### config.mk
export PLATFORM = sky130hd
export DESIGN_NAME = id_issue_sb
export DESIGN_NICKNAME = d
export VERILOG_FILES = /design/src/rtl/id_issue_sb.sv
export SDC_FILE = /design/constraint.sdc
export NUM_CORES = 1
export LEC_CHECK = 0
export ABC_AREA = 1
export BUFFER_PORTS_ARGS = -buffer_cell sky130_fd_sc_hd__buf_2
export CAP_MARGIN = 20
export CORE_MARGIN = 2
export CORE_UTILIZATION = 42
export CTS_CLUSTER_DIAMETER = 50
export DETAILED_ROUTE_END_ITERATION = 8
export GPL_TIMING_DRIVEN = 0
export PLACE_DENSITY_LB_ADDON = 0.12
export SETUP_SLACK_MARGIN = 0.15
export SYNTH_ARGS = -nofsm -noshare
export SYNTH_HDL_FRONTEND = slang
export SYNTH_SLANG_ARGS = --single-unit
### constraint.sdc
create_clock -name clk -period 2.7 [get_ports clk]
set_input_delay 0.135 -clock clk [delete_from_list [all_inputs] [get_ports clk]]
set_output_delay 0.135 -clock clk [all_outputs]
set_load 0.01 [all_outputs]
### src/rtl/id_issue_sb.sv
// Decode/issue stage: register file, per-register pending-write scoreboard
// and registered ID/EX output with valid/ready handshake.
//
// Ports:
//   clk, rst                 clock (rising edge), async active-low reset
//   in_*                     pre-decoded instruction from IF/ID + handshake
//   flush                    kill the ID instruction and the output register
//   out_*                    registered ID/EX bundle + handshake toward EX
//   wb_retire/wb_rd/wb_we/wb_data  retire + writeback from MEM/WB
//   hazard                   in_valid blocked by the scoreboard
//   sb_err                   sticky: retire seen on a zero counter
//
// Optional feature macro: ID_SB_ZERO_REG_EN (register 0 hardwired to zero,
// never tracked by the scoreboard).
module id_issue_sb #(
    parameter int DATA_W = 16,
    parameter int NREGS  = 16,
    parameter int CTRL_W = 12,
    parameter int PC_W   = 16,
    parameter int SB_W   = 2,
    parameter logic [DATA_W-1:0] SP_RESET = 16'hFFFF,
    localparam int REG_W = $clog2(NREGS)
) (
    input  logic              clk,
    input  logic              rst,
    input  logic              in_valid,
    output logic              in_ready,
    input  logic [REG_W-1:0]  in_rs,
    input  logic [REG_W-1:0]  in_rt,
    input  logic [REG_W-1:0]  in_rd,
    input  logic              in_rs_used,
    input  logic              in_rt_used,
    input  logic              in_rd_we,
    input  logic [CTRL_W-1:0] in_ctrl,
    input  logic [PC_W-1:0]   in_pc,
    input  logic              flush,
    output logic              out_valid,
    input  logic              out_ready,
    output logic [DATA_W-1:0] out_rs_data,
    output logic [DATA_W-1:0] out_rt_data,
    output logic [REG_W-1:0]  out_rd,
    output logic              out_rd_we,
    output logic [CTRL_W-1:0] out_ctrl,
    output logic [PC_W-1:0]   out_pc,
    input  logic              wb_retire,
    input  logic [REG_W-1:0]  wb_rd,
    input  logic              wb_we,
    input  logic [DATA_W-1:0] wb_data,
    output logic              hazard,
    output logic              sb_err
);

`ifdef ID_SB_ZERO_REG_EN
    localparam bit ZERO_REG = 1'b1;
`else
    localparam bit ZERO_REG = 1'b0;
`endif

    localparam logic [SB_W-1:0] CNT_MAX = '1;
    localparam logic [SB_W-1:0] CNT_ONE = SB_W'(1);

    logic [DATA_W-1:0] rf_q  [NREGS];
    logic [SB_W-1:0]   cnt_q [NREGS];
    logic [SB_W-1:0]   cnt_d [NREGS];
    logic              sb_err_q, sb_err_d;

    logic              out_valid_q, out_valid_d;
    logic [DATA_W-1:0] out_rs_q, out_rs_d;
    logic [DATA_W-1:0] out_rt_q, out_rt_d;
    logic [REG_W-1:0]  out_rd_q, out_rd_d;
    logic              out_we_q, out_we_d;
    logic [CTRL_W-1:0] out_ctrl_q, out_ctrl_d;
    logic [PC_W-1:0]   out_pc_q, out_pc_d;

    logic wb_wr, wb_dec, in_cnt;
    logic rs_blk, rt_blk, waw_blk, issue;
    logic [DATA_W-1:0] rs_data, rt_data;

    // Register 0 in zero-reg mode: writes dropped, scoreboard ignores it,
    // so it stays at its reset value of 0.
    assign wb_wr  = wb_retire && wb_we && !(ZERO_REG && wb_rd == '0);
    assign wb_dec = wb_retire && !(ZERO_REG && wb_rd == '0);
    assign in_cnt = in_rd_we && !(ZERO_REG && in_rd == '0);

    // A source waiting on its last pending write is released when that
    // write commits this cycle (the value is forwarded below).
    assign rs_blk = in_rs_used && cnt_q[in_rs] != '0 &&
                    !(wb_wr && wb_rd == in_rs && cnt_q[in_rs] == CNT_ONE);
    assign rt_blk = in_rt_used && cnt_q[in_rt] != '0 &&
                    !(wb_wr && wb_rd == in_rt && cnt_q[in_rt] == CNT_ONE);
    assign waw_blk = in_cnt && cnt_q[in_rd] == CNT_MAX &&
                     !(wb_dec && wb_rd == in_rd);

    assign hazard   = in_valid && (rs_blk || rt_blk || waw_blk);
    assign in_ready = !hazard && !flush && (!out_valid_q || out_ready);
    assign issue    = in_valid && in_ready;

    assign rs_data = (wb_wr && wb_rd == in_rs) ? wb_data : rf_q[in_rs];
    assign rt_data = (wb_wr && wb_rd == in_rt) ? wb_data : rf_q[in_rt];

    always_comb begin
        sb_err_d = sb_err_q;
        for (int r = 0; r < NREGS; r++) begin
            cnt_d[r] = cnt_q[r];
            if (issue && in_cnt && in_rd == REG_W'(r)) begin
                if (!(wb_dec && wb_rd == REG_W'(r))) begin
                    cnt_d[r] = cnt_q[r] + 1'b1;
                end
            end else if (wb_dec && wb_rd == REG_W'(r)) begin
                if (cnt_q[r] == '0) begin
                    sb_err_d = 1'b1;
                end else begin
                    cnt_d[r] = cnt_q[r] - 1'b1;
                end
            end
        end
    end

    always_comb begin
        out_valid_d = out_valid_q;
        out_rs_d    = out_rs_q;
        out_rt_d    = out_rt_q;
        out_rd_d    = out_rd_q;
        out_we_d    = out_we_q;
        out_ctrl_d  = out_ctrl_q;
        out_pc_d    = out_pc_q;
        if (issue) begin
            out_valid_d = 1'b1;
            out_rs_d    = rs_data;
            out_rt_d    = rt_data;
            out_rd_d    = in_rd;
            out_we_d    = in_rd_we;
            out_ctrl_d  = in_ctrl;
            out_pc_d    = in_pc;
        end else if (flush || out_ready) begin
            out_valid_d = 1'b0;
        end
    end

    always_ff @(posedge clk or negedge rst) begin
        if (!rst) begin
            for (int r = 0; r < NREGS; r++) begin
                rf_q[r] <= (r == NREGS - 1) ? SP_RESET : '0;
            end
        end else if (wb_wr) begin
            rf_q[wb_rd] <= wb_data;
        end
    end

    always_ff @(posedge clk or negedge rst) begin
        if (!rst) begin
            for (int r = 0; r < NREGS; r++) begin
                cnt_q[r] <= '0;
            end
            sb_err_q    <= 1'b0;
            out_valid_q <= 1'b0;
            out_rs_q    <= '0;
            out_rt_q    <= '0;
            out_rd_q    <= '0;
            out_we_q    <= 1'b0;
            out_ctrl_q  <= '0;
            out_pc_q    <= '0;
        end else begin
            for (int r = 0; r < NREGS; r++) begin
                cnt_q[r] <= cnt_d[r];
            end
            sb_err_q    <= sb_err_d;
            out_valid_q <= out_valid_d;
            out_rs_q    <= out_rs_d;
            out_rt_q    <= out_rt_d;
            out_rd_q    <= out_rd_d;
            out_we_q    <= out_we_d;
            out_ctrl_q  <= out_ctrl_d;
            out_pc_q    <= out_pc_d;
        end
    end

    assign out_valid   = out_valid_q;
    assign out_rs_data = out_rs_q;
    assign out_rt_data = out_rt_q;
    assign out_rd      = out_rd_q;
    assign out_rd_we   = out_we_q;
    assign out_ctrl    = out_ctrl_q;
    assign out_pc      = out_pc_q;
    assign sb_err      = sb_err_q;

endmodule

==> out/summary.md, run 1 <==
The flow ran to the end, and the final reports show no timing, DRC or antenna violations. For this design the top-level I/O count stands at 139. The worst vdd rail ir drop was 516 uV. On the final layout, the worst clock skew is 0.0244 ns. The met2 track demand over resource was 0.629; the met1 routing resource usage after global routing was 0.494.

Number of synthesis warnings: 0. The final-report setup violation count is 0. In this run, CTS created clock tree buffers numbering 49.

Average via count per standard cell: 5.99. At the worst endpoint, the required time is 3.20 ns. In this design, the stage delay of the slowest critical-path cell is 0.68 ns. After global routing, the most crowded layer is met2.

Among cell families on the critical path, the largest total delay comes from buffers and inverters. Entering global routing, the biggest net connects 124 pins. The most numerous cell on the critical path is nand2_1. The normalized max-slew margin is 0.263, and the quantity of I/O buffers inserted on ports is 129.

The number of failing hold endpoints at the final stage is 0. The worst register-to-register path begins at cnt_q[7]$_DFFE_PN0P_. Setup repair after global routing could not meet its margin everywhere.

At the pin with the least slew margin, the transition time is 1.11 ns. The run gives 2 as the total number of H-tree levels. Summed over all cells, the static leakage comes to 11.0 nW.

The run gives 19.7 mW as the total power consumption of the routed design. TritonCTS built the clock tree. The met3 track demand over resource in global routing is 0.0822. Derived from the worst setup path, the maximum achievable clock frequency is 380 MHz. The buffering stage count on the worst path with inverters included was 5. Final weighted congestion in routability-driven placement: 1.06. Setup slack on the worst reg-to-reg path comes out at 0.15 ns.

After the first detailed-routing iteration, the DRC count stood at 2,542. Signed area change from the synthesized netlist to the final layout: 20.5%. Synthesis instantiated 32 different standard cells from the library.

The total area inside the core boundary comes to 46,700 um^2. The run gives 0.427 as the starting density of the core. The post-synthesis sequential area ratio is 0.447. The post-DP HPWL was 74.2 mm.

For the remaining global-route overflow, the log shows 0. The fraction of final layout cells sized beyond drive strength 1 is 0.139. In this run the deepest clock path goes through 3 buffers. The run gives 19,900 um^2 as the combined area of all synthesized cells. The cell at the slowest stage of the critical path was a211oi_1. The first global-routing pass estimated 142 mm of wire.

Max-cap violations in this run came to 0. In the final design database the tool counted 3,111 nets. Worst hold endpoint: rf_q[107]$_DFFE_PN0P_. The source-to-sink clock delay at the later pin of the worst-skew pair is 0.61 ns. In this run the remaining antenna-violating nets after routing total 0. The cell row count is 79. The number of cells traversed by the worst hold path is 3, and the total global-route track usage is 0.399. The final cycle utilization of the critical path was 0.974. The critical path runs through a total of 12 cells.

At the worst endpoint, the arrival time is 3.13 ns. Of all nets on the critical path, the largest fanout is 10. The type of the worst min-delay path was input port to flop. The tools report the initial antenna violation count as 8.

The clock net in this run drives a total of 355 sinks. In this run the most critical hold path is launched from wb_data[11]. The logs give 49,200 um^2 for the die area and 0 for the total DRC errors in the routed layout. Summed over all layers, the routed wires come to 99.8 mm.

STA classifies the critical path startpoint as an input port. The total nets after synthesis was 2,867; the minimum clock period was 2.63 ns. The endpoint identified for the worst register-to-register timing path is sb_err$_DFF_PN0_. The per-instance average area after synthesis was 7.13 um^2. The via count of the first global-routing pass came out at 20,800.

For the cell area after placement, the log shows 21,400 um^2. The core occupancy in the finished layout was 0.515. The die is 222 um tall. The average wire per standard cell was 27.0 um.

The run gives 22,100 as the number of vias after detailed routing. The tree is rooted in a clkbuf_16. Type of the worst setup path: input port to flop.

Traced cell by cell, the critical path runs through buf_2, buf_2, clkbuf_2, clkbuf_2, buf_1, a21oi_1, a211oi_1, o32ai_1, nand2_1, o21ai_0, nand2_1, nand2_1. The register bit total from synthesis was 355. For the final design area excluding fillers, the log shows 24,000 um^2.

Counting every instance in the synthesized netlist gives 2,797. The tools report the number of pins with negative max-slew slack in the final report as 0. The nature of the critical path endpoint was a flop.

For this design the ratio of total power to cell area is 819 nW/um^2. The die width is 222 um. The post-CTS clock slew at the launch and capture registers of the worst setup and hold paths is 0.06 ns, and the number of iterations in the first detailed-routing pass is 6.

The depth of the worst register-to-register path came out at 19.
## power by group
| group | switching, mW | internal, mW | total (mW) | leakage (nW) |
|---|---|---|---|---|
| registers | 1.12 | 6.66 | 7.79 | 4.50 |
| logic | 3.37 | 1.76 | 5.13 | 5.72 |
| clock network | 2.69 | 4.07 | 6.76 | 0.799 |
## logic make-up (layout without fill, tap and decap cells)
| kind of cell | after synthesis | in the layout | synth area share |
|---|---|---|---|
| AND/OR/NAND/NOR | 1063 | 1063 | 0.210 |
| XOR/XNOR | 23 | 23 | 0.0101 |
| AO/OA/AOI/OAI | 937 | 937 | 0.253 |
| other | 0 | 4 | 0 |
| flip-flops | 355 | 355 | 0.447 |
| buffers and inverters | 419 | 701 | 0.0810 |
## registers in the layout, indices dropped and copies added, names as in the netlist
register / cells
out_rs_data: 16
out_valid: 1
out_pc: 16
rf_q: 256
out_ctrl: 12
cnt_q: 32
out_rt_data: 16
out_rd: 4
out_rd_we: 1
sb_err: 1
## layout by cell type (no fill, tap or decap), drive strengths merged
cell         instances
clkinv               7
o32ai               21
dfrtp              339
dlygate4sd3         35
a211oi              78
o211ai              13
nand2              832
xnor2                4
o21bai               1
inv                213
nor2               136
dfstp               16
diode                4
clkinvlp             6
xor2                19
or2                  4
o22ai                3
a31oi                3
nor3                14
clkbuf             245
o21ai              653
o31ai                9
nand3               70
buf                189
nand4                7
bufinv               6
a21oi              156
## final cells by class
| class | count | area (um^2) |
|---|---|---|
| antenna | 4 | 10.0 |
| inverter | 205 | 772 |
| tap | 607 | 759 |
| timing repair buffer | 193 | 1330 |
| fill | 4559 | 22600 |
| clock buffer | 62 | 1320 |
| sequential | 355 | 8920 |
| clock inverter | 27 | 357 |
| multi-input combinational | 2023 | 9640 |
| buffer | 214 | 920 |
## tightest hold or removal path, stage by stage
cell     delay (ns)
buf_2          0.08
inv_1          0.17
o21ai_0        0.21
## cells in the mapped netlist (all sizes together)
library cell	n	area share
buf	31	0.0079
a31oi	3	0.00094
nand3	70	0.019
o32ai	21	0.0092
nor3	14	0.0035
xor2	19	0.0083
a211oi	78	0.029
or2	4	0.0013
o21bai	1	0.00038
o22ai	3	0.00094
nand4	7	0.0022
o21ai	653	0.16
a21oi	156	0.039
o211ai	13	0.0049
xnor2	4	0.0018
o31ai	9	0.0034
nand2	832	0.16
inv	203	0.038
dfstp	16	0.021
nor2	136	0.027
dfrtp	339	0.43
clkinv	2	0.00038
clkbuf	183	0.034
## worst max path at each step
stage                               start                    endpoint  slack [ns]
floorplan           cnt_q[26]$_DFFE_PN0P_            sb_err$_DFF_PN0_        0.57
global placement                      rst  out_rs_data[2]$_DFFE_PN0N_       -5.47
detailed placement               in_rt[0]  out_rt_data[6]$_DFFE_PN0N_       -1.02
CTS                  cnt_q[0]$_DFFE_PN0P_            sb_err$_DFF_PN0_        0.11
global route        cnt_q[23]$_DFFE_PN0P_            sb_err$_DFF_PN0_        0.02
finish                           in_rt[0]  out_rt_data[6]$_DFFE_PN0N_        0.07
## layer usage
layer / share of wire / routed length [um]
met1: 0.38 / 37800
met2: 0.45 / 44500
met3: 0.093 / 9250
met4: 0.083 / 8260
met5: 0.00013 / 13
## repair_timing
| item | CTS | global route |
|---|---|---|
| buffers inserted | 9 | 16 |
| pin swaps | 6 | 35 |
| hold endpoints to repair | 250 | 0 |
| endpoints found under the setup margin | 97 | 99 |
| gates cloned | 0 | 1 |
| hold buffers | 35 | 0 |
| resized for setup | 54 | 129 |
## metrics by stage
step / cells / worst slack (ns) / TNS (ns) / hold slack, ns
5_1_grt: 3686 / 0.0186 / 0 / 0.0329
3_3_place_gp: 3533 / -5.47 / -1936.91 / 0.329
4_1_cts: 3669 / 0.109 / 0 / 0.0113
3_5_place_dp: 3536 / -1.02 / -52.25 / -0.0626
6_report: 3690 / 0.0710 / 0 / 0.0229
2_1_floorplan: 2797 / 0.571 / 0 / -0.161
(Power assumes the default switching activity.)
==> run 2: changes to the inputs <==
Settings changed: HOLD_SLACK_MARGIN set to 0.08.
==> out/summary.md, run 2 (synthesized netlist as in run 1, its figures left out) <==
The flow ran to the end, and the final reports show no timing, DRC or antenna violations. The fraction of final layout cells sized beyond drive strength 1 is 0.136 (-0.00299), and the final cycle utilization of the critical path is 0.967 (-0.00689). Area of the multi-input gates: 9620 um^2 (-0.19%).

The tools report the normalized max-slew margin as 0.233 (-0.0304). Final layout net count: 3,120 (+0.29%). The power density over the cells works out to 816 nW/um^2 (-0.39%). The overall die height was 222 um (unchanged).

The run gives 0 (unchanged) as the remaining global-route overflow. The via count of the first global-routing pass is 20,800 (+0.24%). The run gives 22,100 (+0.14%) as the number of vias after detailed routing. Setup repair after global routing could not meet its margin everywhere. The minimum clock period was 2.61 ns (-0.0186 ns).

Ranked by flip-flop count, first place goes to rf_q. For the total power consumption of the routed design, the log shows 19.7 mW (-0.12%). The final weighted congestion in routability-driven placement was 1.06 (unchanged); the setup clock skew after layout was 0.0220 ns (-0.00239 ns).

The worst slack at placement is -1.02 ns (unchanged), and the post-DP HPWL is 74.2 mm (unchanged). The cell area after placement is 21,400 um^2 (unchanged), and the die area is 49,200 um^2 (unchanged). The final design area excluding fillers came out at 24,100 um^2 (+0.27%).

The run gives 0 (unchanged) as the total DRC errors in the routed layout. TritonCTS built the clock tree. The quantity of I/O buffers inserted on ports came out at 129 (unchanged).

The worst setup path is launched from an input port. The top cell types in the final layout, fill and taps aside, are nand2_1, o21ai_0, dfrtp_1, inv_1. The highest net fanout along the worst path was 10 (unchanged). The tools report the cell row count as 79 (unchanged). The run gives 0 (unchanged) as the final-report setup violation count. The number of buffers on the longest clock path was 3 (unchanged). For the data required time at the worst endpoint, the log shows 3.20 ns (about the same). Leaving out fill and tap cells, the most frequent cell in the layout is nand2_1. The worst setup path is of the input port to flop kind.

The total global-route track usage was 0.400 (+0.000604). Number of filler cells placed in the layout: 4,555 (-0.088%). The tools report the worst vdd rail ir drop as 514 uV (-0.31%). Number of pins with negative max-slew slack in the final report: 0 (unchanged). The maximum number of pins on one net before global-route repair was 124 (unchanged); the total routed wirelength was 99.9 mm (+0.10%). The run gives 0 (unchanged) as the number of nets with antenna violations after detailed routing. The average wire per standard cell works out to 27.0 um (about the same). The tools report the number of iterations in the first detailed-routing pass as 6 (unchanged). For the leakage power summed over all cells, the log shows 11.1 nW (+0.33%). The data arrival time at the worst-slack endpoint was 3.11 ns (-0.02 ns); the total clock buffers created by CTS was 49 (unchanged). The tools report the total core area as 46,700 um^2 (unchanged). The average via count per standard cell works out to 5.98 (about the same). The largest registers in the layout are rf_q (256), cnt_q (32). The min-delay analysis places its worst path in the category input port to flop. The die width is 222 um (unchanged). The tools report the library cell used as clock root buffer as clkbuf_16. The number of flip-flops under the largest register name came out at 256 (unchanged). The signed area change from the synthesized netlist to the final layout works out to 20.9%.

The tools report the worst-case hold slack as 0.117 ns (+0.0937 ns). The starting density of the core was 0.427 (unchanged); the number of placed I/O pins was 139 (unchanged). The number of max-cap violations came out at 0 (unchanged). The worst-margin pin slew came out at 1.15 ns (+0.0456 ns). The tools report the source-to-sink clock delay at the later pin of the worst-skew pair as 0.61 ns (about the same).

The global-route wire length before repair was 142 mm (+0.12%). The sequential cell area was 8920 um^2 (about the same). The tools report the number of failing hold endpoints at the final stage as 0 (unchanged). The run gives 8 (unchanged) as the initial antenna violation count.

The tools report the nature of the critical path endpoint as a flop. The tools report the top achievable clock speed as 383 MHz (+0.71%). The logs give 355 (unchanged) for the clock sink total and 2,747 (+8.1%) for the detailed router's first-iteration violation count.

The total number of H-tree levels is 2 (unchanged). The logs give 0.516 (+0.00140) for the core occupancy in the finished layout and 0.0896 ns (+0.0186 ns) for the setup slack of the critical path after layout. Post-CTS clock slew at the launch and capture registers of the worst setup and hold paths: 0.06 ns (about the same).
[run 2: routing by layer]
metal | up-vias | track usage | part of all wire
met2 | 1313 | 0.630 | 0.45
met4 | 4 | 0.274 | 0.082
li1 | 9790 | - | -
met5 | - | 0 | 0.00028
met1 | 10600 | 0.495 | 0.38
met3 | 372 | 0.0820 | 0.092
[run 2: path summary, 6_finish.rpt]
| check | from | to | slack [ns] | cells after the start |
|---|---|---|---|---|
| worst max-delay path | in_rt[0] | out_rt_data[6]$_DFFE_PN0N_ | 0.09 | 12 |
| worst min-delay path | wb_data[0] | rf_q[144]$_DFFE_PN0P_ | 0.12 | 3 |
| worst max register to register | cnt_q[14]$_DFFE_PN0P_ | sb_err$_DFF_PN0_ | 0.11 | 20 |
| worst min register to register | out_ctrl[6]$_DFFE_PN0N_ | out_ctrl[6]$_DFFE_PN0N_ | 0.47 | 2 |
| max in group asynchronous | rst | out_rs_data[2]$_DFFE_PN0N_ | 1.41 | 4 |
| min in group asynchronous | rst | cnt_q[25]$_DFFE_PN0P_ | 0.18 | 3 |
[run 2: metrics by stage]
stage          instances  setup TNS (ns)
2_1_floorplan       2797               0
3_3_place_gp        3533        -1936.91
3_5_place_dp        3536          -52.25
4_1_cts             3677               0
5_1_grt             3695               0
6_report            3697               0
[run 2: worst max-delay path, cell delays in order]
cell and delay [ns]:
buf_2 0.09, buf_2 0.26, clkbuf_2 0.27, clkbuf_2 0.39, buf_1 0.46, a21oi_1 0.33
a211oi_1 0.64, o32ai_1 0.20, nand2_1 0.10, o21ai_0 0.07, nand2_1 0.09, nand2_1 0.05
[run 2: timing repair]
action / 4_1_cts / 5_1_grt
resized for setup: 54 / 115
endpoints found under the hold margin: 303 / 0
setup endpoints to repair: 97 / 99
cloned: 0 / 1
hold buffers: 43 / 0
setup buffers: 9 / 17
pin swaps: 6 / 15
[run 2: power breakdown]
part / internal (mW) / switching (mW) / total (mW)
registers: 6.66 / 1.13 / 7.79
logic: 1.76 / 3.35 / 5.11
clock network: 4.07 / 2.68 / 6.75
total: 12.5 / 7.16 / 19.7
[run 2: final cells by class]
cell class                 instances  share of cell area
antenna                            2            0.000208
buffer                           214              0.0381
clock buffer                      62              0.0546
clock inverter                    27              0.0148
inverter                         205              0.0320
multi-input combinational       2023               0.399
sequential                       355               0.370
tap                              607              0.0315
timing repair buffer             202              0.0591
==> run 3: changes to the inputs <==
Settings changed: BUFFER_PORTS_ARGS -buffer_cell sky130_fd_sc_hd__buf_2 to unset, DONT_BUFFER_PORTS set to 1.
Clock period 2.7 ns to 3.35 ns, I/O delays scaled along.
==> out/summary.md, run 3 (synthesized netlist as in run 1, its figures left out) <==
The logs give 2,669 (-2.8%) for the detailed router's first-iteration violation count and 0.0265 ns (+0.00450 ns) for the setup clock skew after layout. The cell row count came out at 79 (unchanged). The worst vdd rail ir drop came out at 617 uV (+20%). The source-to-sink clock delay at the later pin of the worst-skew pair came out at 0.62 ns (about the same). The final reports fail on hold timing, slew limit. The run gives 0 (unchanged) as the total DRC errors in the routed layout. The quantity of I/O buffers inserted on ports came out at 0 (-100%). The logs give 355 (+355) for the number of failing hold endpoints at the final stage and 315 MHz for the top achievable clock speed.

For the final weighted congestion in routability-driven placement, the log shows 1.05 (-0.93%). The maximum cell stage delay along the critical path works out to 0.73 ns (+0.09 ns). Register with the highest flop count: rf_q. The leakage power summed over all cells is 10.2 nW (-7.6%), and the cell area after placement is 20,700 um^2 (-3.4%). Die area: 49,200 um^2 (unchanged). The maximum number of pins on one net before global-route repair came out at 356 (+190%). The via count of the first global-routing pass was 20,200 (-2.9%). The logs give 3.66 ns (+0.55 ns) for the data arrival time at the worst-slack endpoint and 0 ns (unchanged) for the total negative setup slack. The signed area change from the synthesized netlist to the final layout came out at 14.8%. The fraction of final layout cells sized beyond drive strength 1 was 0.0500 (-0.0857); the met2 track demand over resource was 0.628 (-0.00172).

The total clock buffers created by CTS came out at 50 (+2.0%). In this design, the critical path's most frequently occurring cell is nand2_1. The run gives 355 (unchanged) as the clock sink total. The number of placed I/O pins was 139 (unchanged); the final cycle utilization of the critical path was 0.948. The number of flip-flops under the largest register name is 256 (unchanged). The worst setup path is captured at a flop. The number of nets with antenna violations after detailed routing was 0 (unchanged). The average via count per standard cell was 6.04 (+0.94%).

The library cells used most frequently in the layout, excluding fill and tap cells, are nand2_1, o21ai_0, dfrtp_1, inv_1, clkbuf_1. TritonCTS built the clock tree. For the number of iterations in the first detailed-routing pass, the log shows 6 (unchanged). The run finished, with violations left. The cell sitting at the root of the clock tree is a clkbuf_16. Type of the worst setup path: input port to flop. The tools report the number of max-cap violations as 0 (unchanged). The run gives 22,900 um^2 (-5.0%) as the final design area excluding fillers. The met3 track demand over resource in global routing came out at 0.0648 (-0.0172). The tools report the remaining global-route overflow as 0 (unchanged). The family of cells with the greatest summed delay on the critical path is buffers and inverters. The critical path goes through inv_2, buf_2, clkbuf_1, clkbuf_1, o21ai_0, a211oi_1, o32ai_1, nand2_1, o21ai_0, nand2_1, nand2_1.

For the total number of H-tree levels, the log shows 2 (unchanged). In the final layout, the registers with the most flip-flops are rf_q (256), cnt_q (32). The total global-route track usage is 0.396 (-0.00375), and the worst-margin pin slew is 1.78 ns (+0.628 ns).

The power density over the cells came out at 659 nW/um^2 (-19%). The logs give 0.491 (-0.0259) for the core occupancy in the finished layout and 98.6 mm (-1.3%) for the total routed wirelength. Post-DP HPWL: 72.6 mm (-2.1%).

The kind of start point of the critical path was an input port. The die width is 222 um (unchanged). The overall die height came out at 222 um (unchanged).

After global routing, the most crowded layer is met2. The most common cell after layout, fill and taps aside is nand2_1. For the number of buffers on the longest clock path, the log shows 3 (unchanged). The tools report the data required time at the worst endpoint as 3.84 ns (+0.64 ns). Setup repair after global routing could not meet its margin everywhere.

For the final-report setup violation count, the log shows 0 (unchanged). Type of the worst min-delay path: input port to async pin. The tools report the number of pins with negative max-slew slack in the final report as 162 (+162). The run gives 21,400 (-3.1%) as the number of vias after detailed routing.

The worst path needs 3.17 ns of the cycle, external delays included. The total core area was 46,700 um^2 (unchanged); the average wire per standard cell was 27.8 um (+2.8%). The cell at the slowest stage of the critical path was clkbuf_1.

The tools report the final layout net count as 2,971 (-4.8%). The highest net fanout along the worst path works out to 10 (unchanged). The initial antenna violation count was 4 (-4); the worst-case hold slack was -0.727 ns (-0.843 ns). For the normalized max-slew margin, the log shows -0.186 (-0.419).

The global-route wire length before repair is 141 mm (-0.99%). The buffering stage count on the worst path with inverters included is 4 (-1), and the met1 routing resource usage after global routing is 0.505 (+0.00999). The logs give 15.1 mW (-23%) for the total power consumption of the routed design and 0.427 (unchanged) for the starting density of the core.

The post-CTS clock slew at the launch and capture registers of the worst setup and hold paths is 0.06 ns (about the same).
-- run 3: cell count changes in the layout (fill, tap and decap cells not counted), moves of 10 or more --
cell	delta
nand2_2	-12
a211oi_1	+10
dfrtp_2	-16
buf_4	-18
a211oi_2	-10
buf_2	-128
inv_2	-13
nand3_1	+10
nand2_1	+12
clkbuf_1	+36
dfrtp_1	+16
clkbuf_2	-36
inv_1	+14
-- run 3: routing by layer --
metal	up-vias	wire length (um)
met4	0	7250
li1	9485	-
met5	-	0
met2	1198	45000
met3	304	7810
met1	10500	38600
-- run 3: stage by stage --
step	cells	setup slack, ns
floorplan	2797	1.22
CTS	3546	0.321
global route	3548	0.140
detailed placement	3404	-0.263
finish	3550	0.175
global placement	3404	-0.247
-- run 3: path summary, 6_finish.rpt --
path	from	depth (start not counted)	endpoint	slack (ns)
worst max-delay path	in_rs[0]	11	out_rs_data[10]$_DFFE_PN0N_	0.18
worst min-delay path	rst	0	cnt_q[23]$_DFFE_PN0P_	-0.73
worst max register to register	cnt_q[0]$_DFFE_PN0P_	16	sb_err$_DFF_PN0_	0.36
worst min register to register	rf_q[37]$_DFFE_PN0P_	2	rf_q[37]$_DFFE_PN0P_	0.49
max in group asynchronous	rst	0	rf_q[56]$_DFFE_PN0P_	2.66
min in group clk	wb_we	4	rf_q[160]$_DFFE_PN0P_	0.09
-- run 3: final cells by class --
| class | count | area, um^2 |
|---|---|---|
| antenna | 2 | 5.00 |
| buffer | 214 | 857 |
| clock buffer | 64 | 1350 |
| clock inverter | 28 | 292 |
| fill | 4729 | 23800 |
| inverter | 205 | 769 |
| multi-input combinational | 2023 | 9420 |
| sequential | 355 | 8900 |
| tap | 607 | 759 |
| timing repair buffer | 52 | 531 |
-- run 3: where the power goes --
group	internal (mW)	total [mW]	switching [mW]
clock	3.08	5.29	2.21
sequential	5.35	6.49	1.14
combinational	1.05	3.30	2.25
-- run 3: worst register-to-register path, delay by kind of cell (launching register included) --
| kind | cells | cell delay (ns) |
|---|---|---|
| and+or+nand+nor | 14 | 2.02 |
| buffers and inverters | 1 | 0.18 |
| AOI/OAI and AO/OA | 1 | 0.24 |
| DFF | 1 | 0.43 |
-- run 3: repair_timing --
| item | in CTS | in global routing |
|---|---|---|
| resized for setup | 0 | 12 |
| hold buffers | 50 | 1 |
| buffers inserted | 0 | 1 |
| endpoints found under the setup margin | 0 | 8 |
| hold endpoints to repair | 468 | 356 |
